[config.mk]
export PLATFORM = sky130hd
export DESIGN_NAME = serial_tx_8bit
export DESIGN_NICKNAME = d
export VERILOG_FILES = /design/src/rtl/serial_pkg.sv /design/src/rtl/serial_tx_8bit_tick.sv /design/src/rtl/serial_tx_8bit.sv
export SDC_FILE = /design/constraint.sdc
export NUM_CORES = 1
export LEC_CHECK = 0
export ABC_AREA = 0
export BUFFER_PORTS_ARGS = -buffer_cell sky130_fd_sc_hd__clkbuf_2
export CAP_MARGIN = 20
export CORE_MARGIN = 5
export CORE_UTILIZATION = 51
export DETAILED_ROUTE_END_ITERATION = 16
export GPL_ROUTABILITY_DRIVEN = 0
export PLACE_DENSITY = 0.76
export SLEW_MARGIN = 15
export SYNTH_ARGS = -nofsm -noshare
export SYNTH_HDL_FRONTEND = slang
export SYNTH_SLANG_ARGS = --single-unit
export TNS_END_PERCENT = 30
[constraint.sdc]
create_clock -name clk -period 1.81 [get_ports clk]
set_clock_uncertainty 0.1 [all_clocks]
set_input_delay 0.0905 -clock clk [delete_from_list [all_inputs] [get_ports clk]]
set_output_delay 0.0905 -clock clk [all_outputs]
set_load 0.05 [all_outputs]
[src/rtl/serial_pkg.sv]
// serial_pkg: shared serial link state type, idle line level and parity helper
package serial_pkg;
  typedef enum logic [1:0] {IDLE, SHIFT, PARITY, DONE} serial_tx_state_t;
  localparam logic SERIAL_IDLE_LEVEL = 1'b0;
  function automatic logic even_parity(input logic [63:0] word);
    return ^word;
  endfunction
endpackage

[src/rtl/serial_tx_8bit_tick.sv]
// bit_tick_gen: bit-period counter, tick on the last clock of each serial bit
module bit_tick_gen #(
  parameter int CLKS_PER_BIT = 1
) (
  input  logic clk,
  input  logic rst,
  input  logic clear,
  output logic tick
);
  localparam int TW = CLKS_PER_BIT > 1 ? $clog2(CLKS_PER_BIT) : 1;
  logic [TW-1:0] tick_cnt;
  assign tick = tick_cnt == TW'(CLKS_PER_BIT - 1);
  // clear pins the phase at zero between frames so bit 0 gets a full period
  always_ff @(posedge clk) tick_cnt <= (rst || clear || tick) ? '0 : tick_cnt + TW'(1);
endmodule

[src/rtl/serial_tx_8bit.sv]
// serial_tx_8bit: LSB-first serial transmitter with per-bit strobe; SERIAL_TX_PARITY_EN appends an even-parity bit
module serial_tx_8bit
  import serial_pkg::*;
#(
  parameter int WIDTH        = 8,
  parameter int CLKS_PER_BIT = 1
) (
  input  logic             clk,
  input  logic             rst,
  input  logic [WIDTH-1:0] din,
  input  logic             din_valid,
  output logic             din_ready,
  output logic             sdo,
  output logic             sdo_en,
  output logic             busy,
  output logic             frame_done
);
  localparam int BW = $clog2(WIDTH + 1);
`ifdef SERIAL_TX_PARITY_EN
  localparam serial_tx_state_t AFTER_SHIFT = PARITY;
`else
  localparam serial_tx_state_t AFTER_SHIFT = DONE;
`endif
  serial_tx_state_t state, state_nx;
  logic [WIDTH-1:0] shreg;
  logic [BW-1:0] bit_cnt;
  logic tick, load, last_bit;
`ifdef SERIAL_TX_PARITY_EN
  logic par_q;
`endif
  bit_tick_gen #(.CLKS_PER_BIT(CLKS_PER_BIT)) u_tick (
    .clk  (clk),
    .rst  (rst),
    .clear(!busy),
    .tick (tick)
  );
  assign din_ready  = state == IDLE && !rst;
  assign load       = din_valid && din_ready;
  assign last_bit   = bit_cnt == BW'(WIDTH - 1);
  assign busy       = state == SHIFT || state == PARITY;
  assign frame_done = state == DONE;
  assign sdo_en     = busy && tick;
`ifdef SERIAL_TX_PARITY_EN
  assign sdo = state == SHIFT ? shreg[0] : state == PARITY ? par_q : SERIAL_IDLE_LEVEL;
`else
  assign sdo = state == SHIFT ? shreg[0] : SERIAL_IDLE_LEVEL;
`endif
  // next state: each bit ends on its tick; DONE lasts exactly one cycle
  always_comb begin
    state_nx = state;
    if (state == IDLE && load) state_nx = SHIFT;
    else if (state == SHIFT && tick && last_bit) state_nx = AFTER_SHIFT;
`ifdef SERIAL_TX_PARITY_EN
    else if (state == PARITY && tick) state_nx = DONE;
`endif
    else if (state == DONE) state_nx = IDLE;
  end
  // state register
  always_ff @(posedge clk) state <= rst ? IDLE : state_nx;
  // datapath: capture the word at the handshake, shift one bit per strobe
  always_ff @(posedge clk) begin
    if (rst) begin
      shreg   <= '0;
      bit_cnt <= '0;
    end else if (load) begin
      shreg   <= din;
      bit_cnt <= '0;
    end else if (state == SHIFT && tick) begin
      shreg   <= shreg >> 1;
      bit_cnt <= bit_cnt + BW'(1);
    end
  end
`ifdef SERIAL_TX_PARITY_EN
  // parity is taken from the captured word since the shifter empties itself
  always_ff @(posedge clk) begin
    if (rst) par_q <= 1'b0;
    else if (load) par_q <= even_parity(64'(din));
  end
`endif
endmodule

==> results_dict.tcl <==
set metrics [dict create \
    p_leak_nw 0.350 \
    cts_buffers 3 \
    die_w_um 47.9 \
    synth_cell_types 26 \
    fill_cells 119 \
    nets 116 \
    r2r-start "state[1]$_SDFFE_PP0P_" \
    cp.required_ns 1.62 \
    die-area_um2 2290 \
    drt-pass1-iter-count 3 \
    layout.cells.non_filler 115 \
    pwr-share-clk_pct 29.2 \
    antenna_cells 0 \
    reg2reg_slack_ns 0.20 \
    finalSetupTns_ns 0 \
    endpoint_kind "primary output" \
    drive_above_1_share_pct 25.0 \
    grt_overflow 0 \
    avgViaCountPerCell 5.28 \
    grt_start_max_net_pins 14 \
    postLayoutCellArea_um2 853 \
    drtAntennaViolNets 0 \
    hold_viol_final 0 \
    drv_slew 0 \
    grt_antenna_before_repair 0 \
    startpoint "state[0]$_SDFFE_PP0P_" \
    grt_pass1_wl_mm 2.52 \
    cellPowerDensity_nw_per_um2 765 \
    power.switching_w 0.000181 \
    post-place-ws_ns 0.203 \
    wl_per_cell_um 11.9 \
    num_vias 607 \
    syn_area_um2 731 \
    min_path_type "in2reg" \
    cp_max_fo 4 \
    synth.net_count 97 \
    place_area_um2 796 \
    clkLatencyLatePin_ns 0.28 \
    cp-endpoint "sdo_en" \
    clockBufferDepth 2 \
    p_int_w 0.000471 \
    clk_pin_slew_ns 0.09 \
    finalCritPeriodShare_pct 90.4 \
    cts_tree "built" \
    swShare_pct 27.8 \
    ctsHtreeMaxLevel 1 \
    areaGrowthSynthToFinish_pct 16.8 \
    worstPathArrival_ns 1.45 \
    pin_count 16 \
    grt_pass1_vias 610 \
    worst_slack_ns 0.173 \
    critPathKind "reg2out" \
    p_seq_share_pct 54.6 \
    ir_worst_vdd_mv 0.397 \
    comb_power_share_pct 16.2 \
    initial_core_util_pct 54.8 \
    cp-start-kind "register" \
    r2r_cells 5 \
    clockRootBuffer "clkbuf_4" \
    netlist_instances 82 \
    ys_warn_count 0 \
    cap_violations 0 \
    grt_use_total_pct 15.9 \
    portBuffers 15 \
    cts.sinks 15 \
    hpwl_mm 1.04 \
    drt_wl_total_mm 1.37 \
    clock.fmax_mhz 611 \
    drc 0 \
    drt_iter0_drc 4 \
    rsz0062_at_grt "false" \
    r2r-end "bit_cnt[3]$_SDFFE_PP0P_" \
    syn_area_per_cell_um2 8.91 \
    row_count 13 \
    cts.repair.resized 0 \
    setup_viol 0 \
    synth_seq_area_share_pct 41.1 \
    core-area_um2 1330 \
    run_status "finished, final reports clean" \
    die_y_um 47.9 \
    ys_ff_latch 15 \
    dp_cells 108 \
    period_needed_ns 1.64 \
]
[metal layers]
metal  up-vias  wire [µm]  global-route usage, %
met5         -          0                      0
met4         0         20                   7.53
met3         4         77                   6.39
met2        10        674                   24.8
met1       278        601                   18.8
li1        315          -                      -
[cells by family after synthesis]
group,synth area share (%)
compound gates,20.9
simple gates,23.3
other cells,0.513
xor+xnor,2.40
flops,41.1
fa+ha+maj,6.85
buf+inv,4.97
[placed cells by master, fill, tap and decap left out]
| master | synthesis | layout |
|---|---|---|
| nor2b_1 | 1 | 1 |
| conb_1 | 1 | 1 |
| dfxtp_1 | 15 | 15 |
| o21ai_1 | 1 | 1 |
| and2_1 | 1 | 1 |
| clkbuf_2 | 0 | 15 |
| a211oi_2 | 6 | 6 |
| inv_1 | 2 | 2 |
| ha_1 | 4 | 4 |
| a311oi_1 | 1 | 1 |
| nand3b_1 | 2 | 2 |
| xor2_1 | 1 | 1 |
| nand2b_1 | 3 | 3 |
| a21o_1 | 1 | 1 |
| a21oi_1 | 10 | 10 |
| xnor2_1 | 1 | 1 |
| nand2_1 | 11 | 11 |
| dlygate4sd3_1 | 0 | 3 |
| nand4b_1 | 1 | 1 |
| or3_1 | 1 | 1 |
| and2b_1 | 2 | 2 |
| nand3_1 | 2 | 2 |
| nor2_1 | 9 | 9 |
| clkbuf_4 | 0 | 3 |
| clkinv_2 | 0 | 1 |
| and3b_1 | 1 | 1 |
| a31oi_1 | 1 | 1 |
[stage by stage]
| stage | utilization [%] | hold WS, ns | total power, W |
|---|---|---|---|
| 6_report | 64.0 | 0.00204 | 0.000653 |
| 5_1_grt | 64.0 | 0.00907 | 0.000694 |
| 4_1_cts | 64.0 | 0.000345 | 0.000658 |
| 3_5_place_dp | 59.7 | 0.223 | 0.000465 |
| 3_3_place_gp | 59.7 | 0.216 | 0.000463 |
| 2_1_floorplan | - | 0.127 | 0.000442 |
[what timing repair did]
action                                 CTS  global route
setup buffers                            0             0
hold buffers                             3             0
endpoints found under the hold margin    3             0
[power by group through the flow]
stage | Combinational (W) | Sequential (W) | Clock (W)
final | 0.000105 | 0.000356 | 0.000191
after global placement | 0.0000992 | 0.000364 | 0
after global routing | 0.000118 | 0.000359 | 0.000217
after floorplan | 0.0000804 | 0.000362 | 0
after detailed placement | 0.000101 | 0.000364 | 0
after CTS | 0.000106 | 0.000357 | 0.000196
[flip-flops by register name, summed over array words and instances (netlist names)]
register	flops
u_tick.tick_cnt	1
state	2
bit_cnt	4
shreg	8
[synth_stat cells (all sizes together)]
master / n / area share [%]
o21ai: 1 / 0.68
nor2: 9 / 4.6
and3b: 1 / 1.2
a21o: 1 / 1.0
a31oi: 1 / 0.86
nor2b: 1 / 0.86
a21oi: 10 / 6.8
ha: 4 / 6.8
or3: 1 / 0.86
nand3: 2 / 1.4
and2: 1 / 0.86
nand3b: 2 / 2.1
inv: 2 / 1.0
xor2: 1 / 1.2
nand4b: 1 / 1.2
nand2: 11 / 5.7
buf: 4 / 3.9
a311oi: 1 / 1.2
dfxtp: 15 / 41
a211oi: 6 / 10
conb: 1 / 0.51
nand2b: 3 / 2.6
and2b: 2 / 2.1
xnor2: 1 / 1.2
[worst min-delay path by stage]
stage,start,endpoint,cells after the start
after floorplan,din[7],shreg[7]$_SDFFE_PP0P_,2
after global placement,din[7],shreg[7]$_SDFFE_PP0P_,3
after detailed placement,din[7],shreg[7]$_SDFFE_PP0P_,3
after CTS,din[5],shreg[5]$_SDFFE_PP0P_,3
after global routing,din[6],shreg[6]$_SDFFE_PP0P_,3
final,din[5],shreg[5]$_SDFFE_PP0P_,3
[worst max-delay path, stage by stage (launching register included)]
cell,delay (ns)
dfxtp_1,0.39
inv_1,0.06
ha_1,0.31
and2b_1,0.17
clkbuf_2,0.23
[layout make-up]
| type | count | area (µm²) | share of cell area, % |
|---|---|---|---|
| Clock inverter | 1 | 5.00 | 0.587 |
| Timing Repair Buffer | 18 | 105 | 12.3 |
| Tap cell | 15 | 18.8 | 2.20 |
| Inverter | 2 | 7.51 | 0.880 |
| Clock buffer | 3 | 22.5 | 2.64 |
| Sequential cell | 15 | 300 | 35.2 |
| Multi-Input combinational cell | 61 | 394 | 46.2 |
Power figures use the tool's default switching activity.
